$ cat config.mk
export PLATFORM = sky130hd
export DESIGN_NAME = adder_hex_display
export DESIGN_NICKNAME = d
export VERILOG_FILES = /design/src/rtl/adder_hex_display.sv
export SDC_FILE = /design/constraint.sdc
export NUM_CORES = 1
export LEC_CHECK = 0
export BUFFER_PORTS_ARGS = -buffer_cell sky130_fd_sc_hd__buf_4
export CORE_ASPECT_RATIO = 0.9
export CORE_MARGIN = 1
export CORE_UTILIZATION = 40
export DETAILED_ROUTE_END_ITERATION = 8
export MAX_ROUTING_LAYER = met4
export PLACE_DENSITY = 0.7
export SLEW_MARGIN = 20
export SYNTH_ARGS = -nofsm -noshare
export SYNTH_HDL_FRONTEND = slang
export SYNTH_SLANG_ARGS = --single-unit
$ cat constraint.sdc
create_clock -name clk -period 5.63 [get_ports clk]
set_input_delay 0.563 -clock clk [delete_from_list [all_inputs] [get_ports clk]]
set_output_delay 0.563 -clock clk [all_outputs]
set_load 0.01 [all_outputs]
$ cat src/rtl/adder_hex_display.sv
// ============================================================================
// adder_hex_display
// ----------------------------------------------------------------------------
// Captures the (WIDTH+1)-bit sum of two WIDTH-bit operands on a load strobe
// and shows it in hexadecimal on a time-multiplexed, common-anode
// seven-segment display. The carry-out lights the decimal point of the most
// significant digit.
//
// Parameters:
//   WIDTH        operand width in bits (4..32)
//   REFRESH_DIV  clock cycles each digit stays enabled (>= 2)
//   DIGITS       derived: number of hex digits, (WIDTH+3)/4
//
// Ports:
//   clk        rising-edge clock
//   rst_n      asynchronous active-low reset
//   a, b       WIDTH-bit operands
//   load       capture a+b at the rising edge where it is high
//   seg        active-low segments {g,f,e,d,c,b,a}, seg[0] = a (registered)
//   dp         active-low decimal point, carry on the top digit (registered)
//   an         active-low digit enables, an[0] = least significant digit
//              (registered)
//   sum_valid  high once at least one sum has been captured
//
// Optional feature:
//   LEADING_ZERO_BLANK_EN  when defined, digits above the most significant
//                          nonzero nibble of the sum are blanked (digit 0 is
//                          never blanked; dp on the top digit still shows
//                          the carry).
// ============================================================================
module adder_hex_display #(
    parameter int  WIDTH       = 8,
    parameter int  REFRESH_DIV = 50000,
    localparam int DIGITS      = (WIDTH + 3) / 4
) (
    input  logic              clk,
    input  logic              rst_n,
    input  logic [WIDTH-1:0]  a,
    input  logic [WIDTH-1:0]  b,
    input  logic              load,
    output logic [6:0]        seg,
    output logic              dp,
    output logic [DIGITS-1:0] an,
    output logic              sum_valid
);

    localparam int PRE_W = (REFRESH_DIV > 1) ? $clog2(REFRESH_DIV) : 1;
    localparam int IDX_W = (DIGITS > 1) ? $clog2(DIGITS) : 1;
    localparam int PAD_W = 4 * DIGITS;

    localparam logic [PRE_W-1:0] PRE_LAST = PRE_W'(REFRESH_DIV - 1);
    localparam logic [IDX_W-1:0] IDX_LAST = IDX_W'(DIGITS - 1);
    localparam logic [6:0]       SEG_BLANK = 7'h7F;

    // Hex nibble to active-low segment pattern {g,f,e,d,c,b,a}.
    function automatic logic [6:0] hex_to_seg(input logic [3:0] nib);
        logic [6:0] pat;
        case (nib)
            4'h0:    pat = 7'b1000000;
            4'h1:    pat = 7'b1111001;
            4'h2:    pat = 7'b0100100;
            4'h3:    pat = 7'b0110000;
            4'h4:    pat = 7'b0011001;
            4'h5:    pat = 7'b0010010;
            4'h6:    pat = 7'b0000010;
            4'h7:    pat = 7'b1111000;
            4'h8:    pat = 7'b0000000;
            4'h9:    pat = 7'b0010000;
            4'hA:    pat = 7'b0001000;
            4'hB:    pat = 7'b0000011;
            4'hC:    pat = 7'b1000110;
            4'hD:    pat = 7'b0100001;
            4'hE:    pat = 7'b0000110;
            4'hF:    pat = 7'b0001110;
            default: pat = 7'h7F;
        endcase
        return pat;
    endfunction

    // ------------------------------------------------------------------------
    // State
    // ------------------------------------------------------------------------
    logic [WIDTH:0]        sum_r;        // {carry, sum}
    logic                  sum_valid_r;
    logic [PRE_W-1:0]      pre_r;
    logic [IDX_W-1:0]      idx_r;
    logic [6:0]            seg_r;
    logic                  dp_r;
    logic [DIGITS-1:0]     an_r;

    logic                  pre_wrap_s;
    logic [PRE_W-1:0]      pre_next_s;
    logic [IDX_W-1:0]      idx_next_s;
    logic [PAD_W-1:0]      pad_s;
    logic [3:0]            nibble_s;
    logic                  blank_s;
    logic                  top_s;
    logic [6:0]            seg_next_s;
    logic                  dp_next_s;
    logic [DIGITS-1:0]     an_next_s;
`ifdef LEADING_ZERO_BLANK_EN
    logic [IDX_W-1:0]      msd_s;
`endif

    // Sum capture: load recaptures every cycle it is held high.
    always_ff @(posedge clk or negedge rst_n) begin
        if (!rst_n) begin
            sum_r       <= {(WIDTH+1){1'b0}};
            sum_valid_r <= 1'b0;
        end else if (load) begin
            sum_r       <= {1'b0, a} + {1'b0, b};
            sum_valid_r <= 1'b1;
        end
    end

    // Prescaler and digit index next-state.
    always_comb begin
        pre_wrap_s = (pre_r == PRE_LAST);
        pre_next_s = pre_r;
        idx_next_s = idx_r;
        if (pre_wrap_s) begin
            pre_next_s = {PRE_W{1'b0}};
            if (idx_r == IDX_LAST) begin
                idx_next_s = {IDX_W{1'b0}};
            end else begin
                idx_next_s = idx_r + IDX_W'(1);
            end
        end else begin
            pre_next_s = pre_r + PRE_W'(1);
            idx_next_s = idx_r;
        end
    end

    // Prescaler and digit index registers.
    always_ff @(posedge clk or negedge rst_n) begin
        if (!rst_n) begin
            pre_r <= {PRE_W{1'b0}};
            idx_r <= {IDX_W{1'b0}};
        end else begin
            pre_r <= pre_next_s;
            idx_r <= idx_next_s;
        end
    end

    // Next display pattern for the digit currently selected by idx_r.
    // Outputs are built only from registered state, so a digit switch or a
    // new capture shows up one edge later as a whole, never mixed.
    always_comb begin
        // Zero-extend the sum (carry excluded) to whole nibbles so a partial
        // top digit reads its missing upper bits as 0.
        pad_s    = PAD_W'(sum_r[WIDTH-1:0]);
        nibble_s = 4'(pad_s >> {idx_r, 2'b00});
        top_s    = (idx_r == IDX_LAST);

`ifdef LEADING_ZERO_BLANK_EN
        // Highest nonzero digit; stays 0 for an all-zero sum so digit 0
        // always shows.
        msd_s = {IDX_W{1'b0}};
        for (int i = 1; i < DIGITS; i++) begin
            msd_s = (pad_s[4*i +: 4] != 4'h0) ? IDX_W'(i) : msd_s;
        end
        blank_s = (idx_r > msd_s);
`else
        blank_s = 1'b0;
`endif

        if (!sum_valid_r || blank_s) begin
            seg_next_s = SEG_BLANK;
        end else begin
            seg_next_s = hex_to_seg(nibble_s);
        end

        // The carry dot stays on the top digit even when that digit is blank.
        if (sum_valid_r && top_s) begin
            dp_next_s = ~sum_r[WIDTH];
        end else begin
            dp_next_s = 1'b1;
        end

        for (int i = 0; i < DIGITS; i++) begin
            an_next_s[i] = (idx_r == IDX_W'(i)) ? 1'b0 : 1'b1;
        end
    end

    // Registered display outputs.
    always_ff @(posedge clk or negedge rst_n) begin
        if (!rst_n) begin
            seg_r <= SEG_BLANK;
            dp_r  <= 1'b1;
            an_r  <= {DIGITS{1'b1}};
        end else begin
            seg_r <= seg_next_s;
            dp_r  <= dp_next_s;
            an_r  <= an_next_s;
        end
    end

    assign seg       = seg_r;
    assign dp        = dp_r;
    assign an        = an_r;
    assign sum_valid = sum_valid_r;

endmodule

Word-level counts from Yosys, hierarchy flattened
Memories as Yosys holds them, arrays and structs flattened.
Index checks and enable logic that the tools add are counted.

storage, ports and cells
  memory bits (read-only) = 112
  bits in registers = 37
  memories = 1
  logic and storage cells = 21

memories
  name             words  bits a word  read ports  clocked after Yosys merged registers in  wr ports  RTL line  RTL
  (no name shown)  16     7            1           0                                        0         58        case (nib)

cells by class
  shift-type cells = 1
  equal/unequal tests = 1
  reduce and logical (&&, ||, !) cells = 1
  bitwise gates (word level) = 1
  $add $sub $neg = 3
  muxes and demuxes = 6

operators with widths
  kind                                                              count
  16-bit by 1-bit adder with 16-bit output (second input constant)  1
  16-bit == test (second input constant)                            1
  16-bit two-way mux                                                1
  8-bit by 8-bit adder with 9-bit output                            1
  8-bit by 3-bit >> shifter with 4-bit output                       1
  7-bit two-way mux                                                 1
  1-bit two-way mux                                                 4
  1-bit adder (second input constant)                               1
  1-bit logical AND                                                 1
  1-bit inverter                                                    1

Depth between registers and ports, before layout
An unclocked memory read counts as a cell.

  depth in word-level cells = 3
  mapped depth = 8
  mapped depth without buffers = 7

Worst setup path after synthesis
OpenSTA, ideal clock, no wires.

  path type = in2reg
  start = in a[0]
  end = reg sum_r[6]
  required time = 5.505 ns
  slack = 3.537 ns
  stages = 6
  arrival = 1.969 ns
  cell sequence = ha_1 > fa_1 > a21o_1 > a221oi_1 > xnor2_1 > mux2_2

between the ends
  longest elaborated chain between the ends = 1

RTL lines
  item                                    RTL line  RTL
  start, declared                         38        input logic [WIDTH-1:0] a,
  8-bit by 8-bit adder with 9-bit output  111       sum_r <= {1'b0, a} + {1'b0, b};
  end signal, assigned                    108       sum_r <= {(WIDTH+1){1'b0}};
  end signal, assigned                    111
  end, declared                           83        logic [WIDTH:0] sum_r;

Every way passes these cells.
A chain may end at the register's enable or synchronous reset.

Final worst setup path
  start = reg idx_r
  end = reg seg_r[5], in the netlist seg[5]

between the ends
  longest elaborated chain between the ends = 3

RTL lines
  item                                         RTL line  RTL
  start, declared                              86        logic [IDX_W-1:0] idx_r;
  start signal, assigned                       138       idx_r <= {IDX_W{1'b0}};
  start signal, assigned                       141       idx_r <= idx_next_s;
  8-bit by 3-bit >> shifter with 4-bit output  152       nibble_s = 4'(pad_s >> {idx_r, 2'b00});
  memory 16 x 7 bit                            -
  7-bit two-way mux                            167       if (!sum_valid_r || blank_s) begin
  net seg_next_s[5]                            98        logic [6:0] seg_next_s;
  end signal, assigned                         192       seg_r <= seg_next_s;
  end, declared                                87        logic [6:0] seg_r;

The timed path passes the listed nets, and every way through them passes these cells.

==> metrics.md <==
| Metric | Value |
|---|---|
| Layout net count | `252` |
| Cell Pwr Density | `295 nW/um^2` |
| Remaining Overflow, GRT | `0` |
| Synthesis-stage register bit count | `37` |
| Sequential area share after synthesis | `0.468` |
| Average size of a mapped cell | `10.8 um^2` |
| Layout cells sized above 1 | `0.266` |
| Distinct cells, synth | `40` |
| Chip height | `69.2 um` |
| Area leader, netlist | `dfrtp_1` |
| Worst Path Max Fanout | `8` |
| Leak | `1.08 nW` |
| R2r worst-path depth | `7` |
| Vias in the first global route | `1344` |
| Max Cap Violations | `0` |
| H-tree level count | `2` |
| Area Overhead vs Synth | `20.1%` |
| Final Util | `0.498` |
| Routability congestion estimate | `0.748` |
| Final wirelength | `3.46 mm` |
| Die Wd | `76.7 um` |
| RR Startpoint | `idx_r` |
| Synth top area cells | `dfrtp_1 (34%), dfstp_2 (13%), ha_1 (9.4%)` |
| TritonRoute pass-1 iters | `4` |
| Net Count, Synth | `220` |
| Status | `completed` |
| Initial antenna violation count | `0` |
| Final Max Tran Viols | `0` |
| Post-DP HPWL | `2.55 mm` |
| Fin crit period | `2040 ps` |
| Area share of the leading cell type in the synthesized netlist | `0.337` |
| Row count | `24` |
| Critical path arrival | `2240 ps` |
| Drt drc | `0` |
| I/O Buffers | `29` |
| Fraction of registers with async set/reset | `1.00` |
| Startpoint types | `flip-flop` |
| Worst min-delay path category | `in2async` |
| Mapped cell area | `2010 um^2` |
| Max IR drop VDD | `0.000128 V` |
| DRT iter0 DRCs | `61` |
| R2R Setup Slk | `3590 ps` |
| Post-synth EDFFs | `0` |
| Global-route wire length before repair | `6.00 mm` |
| Slew HR | `0.473` |
| Antenna cells | `0` |
| Clk_lat worst skew | `290 ps` |
| Initial Utilization | `0.415` |
| Setup violators final | `0` |
| Clock Sink Count | `37` |
| Root Driver | `clkbuf_8` |
| Most used DFF post-synth | `dfrtp_1` |
| Die ar. | `5310 um^2` |
| Core area | `4830 um^2` |
| Actual slew at the worst max-slew pin | `776 ps` |
| PostCTS Resize Cnt | `0` |
| CTS Buffer Depth | `2` |
| Final ANT Viol Nets | `0` |
| Max frequency | `491 MHz` |
| Tot GR Track Use | `0.150` |
| CP Class | `reg2reg` |
| Final hold vios | `0` |
| Hold_buf cts | `0` |
| Placed insts | `275` |
| Reg2Reg Capture Point | `seg[5]` |
| Sum Neg Setup Slack | `0 ps` |
| Most frequent cells after synthesis | `dfrtp_1 (27), nor2_1 (20), ha_1 (15), nand3_1 (15), xnor2_1 (14)` |
| Synth warnings | `0` |
| IO Pins | `30` |
| CTS tree | `yes` |
| Most common cell in the netlist | `dfrtp_1` |
| Skew final | `7.36 ps` |
| RSZ-0062 raised after global routing | `false` |
| Setup repair bufs after CTS | `0` |
| Syn Inst Count | `185` |
| Critical Path End Type | `flip-flop` |
| CTS Buf Count | `5` |
| Via count | `1439` |
| Wirelength per Cell | `12.2 um` |
| CTS clk-pin slew, worst paths | `70 ps` |
| Final std cells w/o fill | `283` |
| Tcrit/Tclk final | `0.362` |
| Pwr Total | `0.000712 W` |
| Pin count of the biggest net entering global routing | `38` |
| Vias per cell | `5.08` |
| WP data required | `5830 ps` |
-- registers in the layout, indices dropped and copies added (netlist names) --
| signal | cells |
|---|---|
| pre_r | 16 |
| seg | 7 |
| sum_r | 9 |
| sum_valid | 1 |
| idx_r | 1 |
| an | 2 |
| dp | 1 |
-- worst max-delay path by stage --
stage                           to  cells past startpoint  slack [ps]  startpoint
after detailed placement  sum_r[6]                      7        3290        a[0]
after global routing        seg[5]                      7        3390       idx_r
after floorplan           sum_r[6]                      6        3540        a[0]
after CTS                   seg[5]                      4        3480       idx_r
after global placement    sum_r[6]                      7        3380        a[0]
final                       seg[5]                      7        3590       idx_r
-- where the power goes --
| group | switching [W] | internal (W) | total, W |
|---|---|---|---|
| logic | 0.0000815 | 0.0000789 | 0.000160 |
| registers | 0.0000126 | 0.000307 | 0.000320 |
| clock network | 0.0000871 | 0.000144 | 0.000231 |
| total | 0.000181 | 0.000531 | 0.000712 |
-- metrics by stage --
stage	setup slack (ps)	hold WS (ps)	area, um^2
after global routing	3390	243	2410
final	3590	216	2410
after floorplan	3540	267	2010
after global placement	3380	427	2290
after detailed placement	3290	432	2290
after CTS	3480	231	2410
-- per-layer routing --
metal	global-route usage	share of wire	vias to the layer above
met3	0.0434	0.053	4
met5	-	0	-
met2	0.225	0.45	43
met4	0.0705	0.019	0
met1	0.185	0.47	672
li1	-	-	720
-- critical path, stage by stage, from the launching register on --
cell and delay (ps):
dfrtp_1 570, mux2i_1 550, inv_1 130, ha_1 230, inv_1 100, mux2i_1 80
a22oi_1 210, nand2_1 70
-- layout make-up --
cell class,count,area (um^2)
Clock buffer,7,86.3
Sequential cell,37,938
Multi-Input combinational cell,138,1030
Tap cell,65,81.3
Timing Repair Buffer,29,218
Clock inverter,1,30.0
Inverter,6,22.5
Fill cell,453,2420
-- cell usage in the layout (no fill, tap or decap), types with 3 or more instances in the layout --
| master | netlist | layout |
|---|---|---|
| nand3_1 | 15 | 15 |
| inv_1 | 6 | 6 |
| nand2_1 | 8 | 8 |
| nor2_1 | 20 | 20 |
| a21oi_1 | 5 | 5 |
| xor2_1 | 6 | 6 |
| ha_1 | 15 | 15 |
| xnor2_1 | 14 | 14 |
| mux2_2 | 7 | 7 |
| a21o_1 | 3 | 3 |
| nor3_1 | 3 | 3 |
| buf_4 | 0 | 29 |
| dfrtp_1 | 27 | 27 |
| clkbuf_8 | 0 | 6 |
| mux2i_1 | 6 | 5 |
| dfstp_2 | 10 | 10 |
| o21ai_0 | 4 | 4 |
| nand4_1 | 3 | 3 |
| o211ai_1 | 4 | 4 |
-- kinds of logic after synthesis --
kind of cell / Yosys count / share of synthesized area
xor+xnor: 20 / 0.0873
fa+ha+maj: 16 / 0.103
simple gates: 61 / 0.157
flops: 37 / 0.468
mux: 13 / 0.0692
buf+inv: 10 / 0.0193
compound gates: 28 / 0.0960
(Power assumes the default switching activity.)
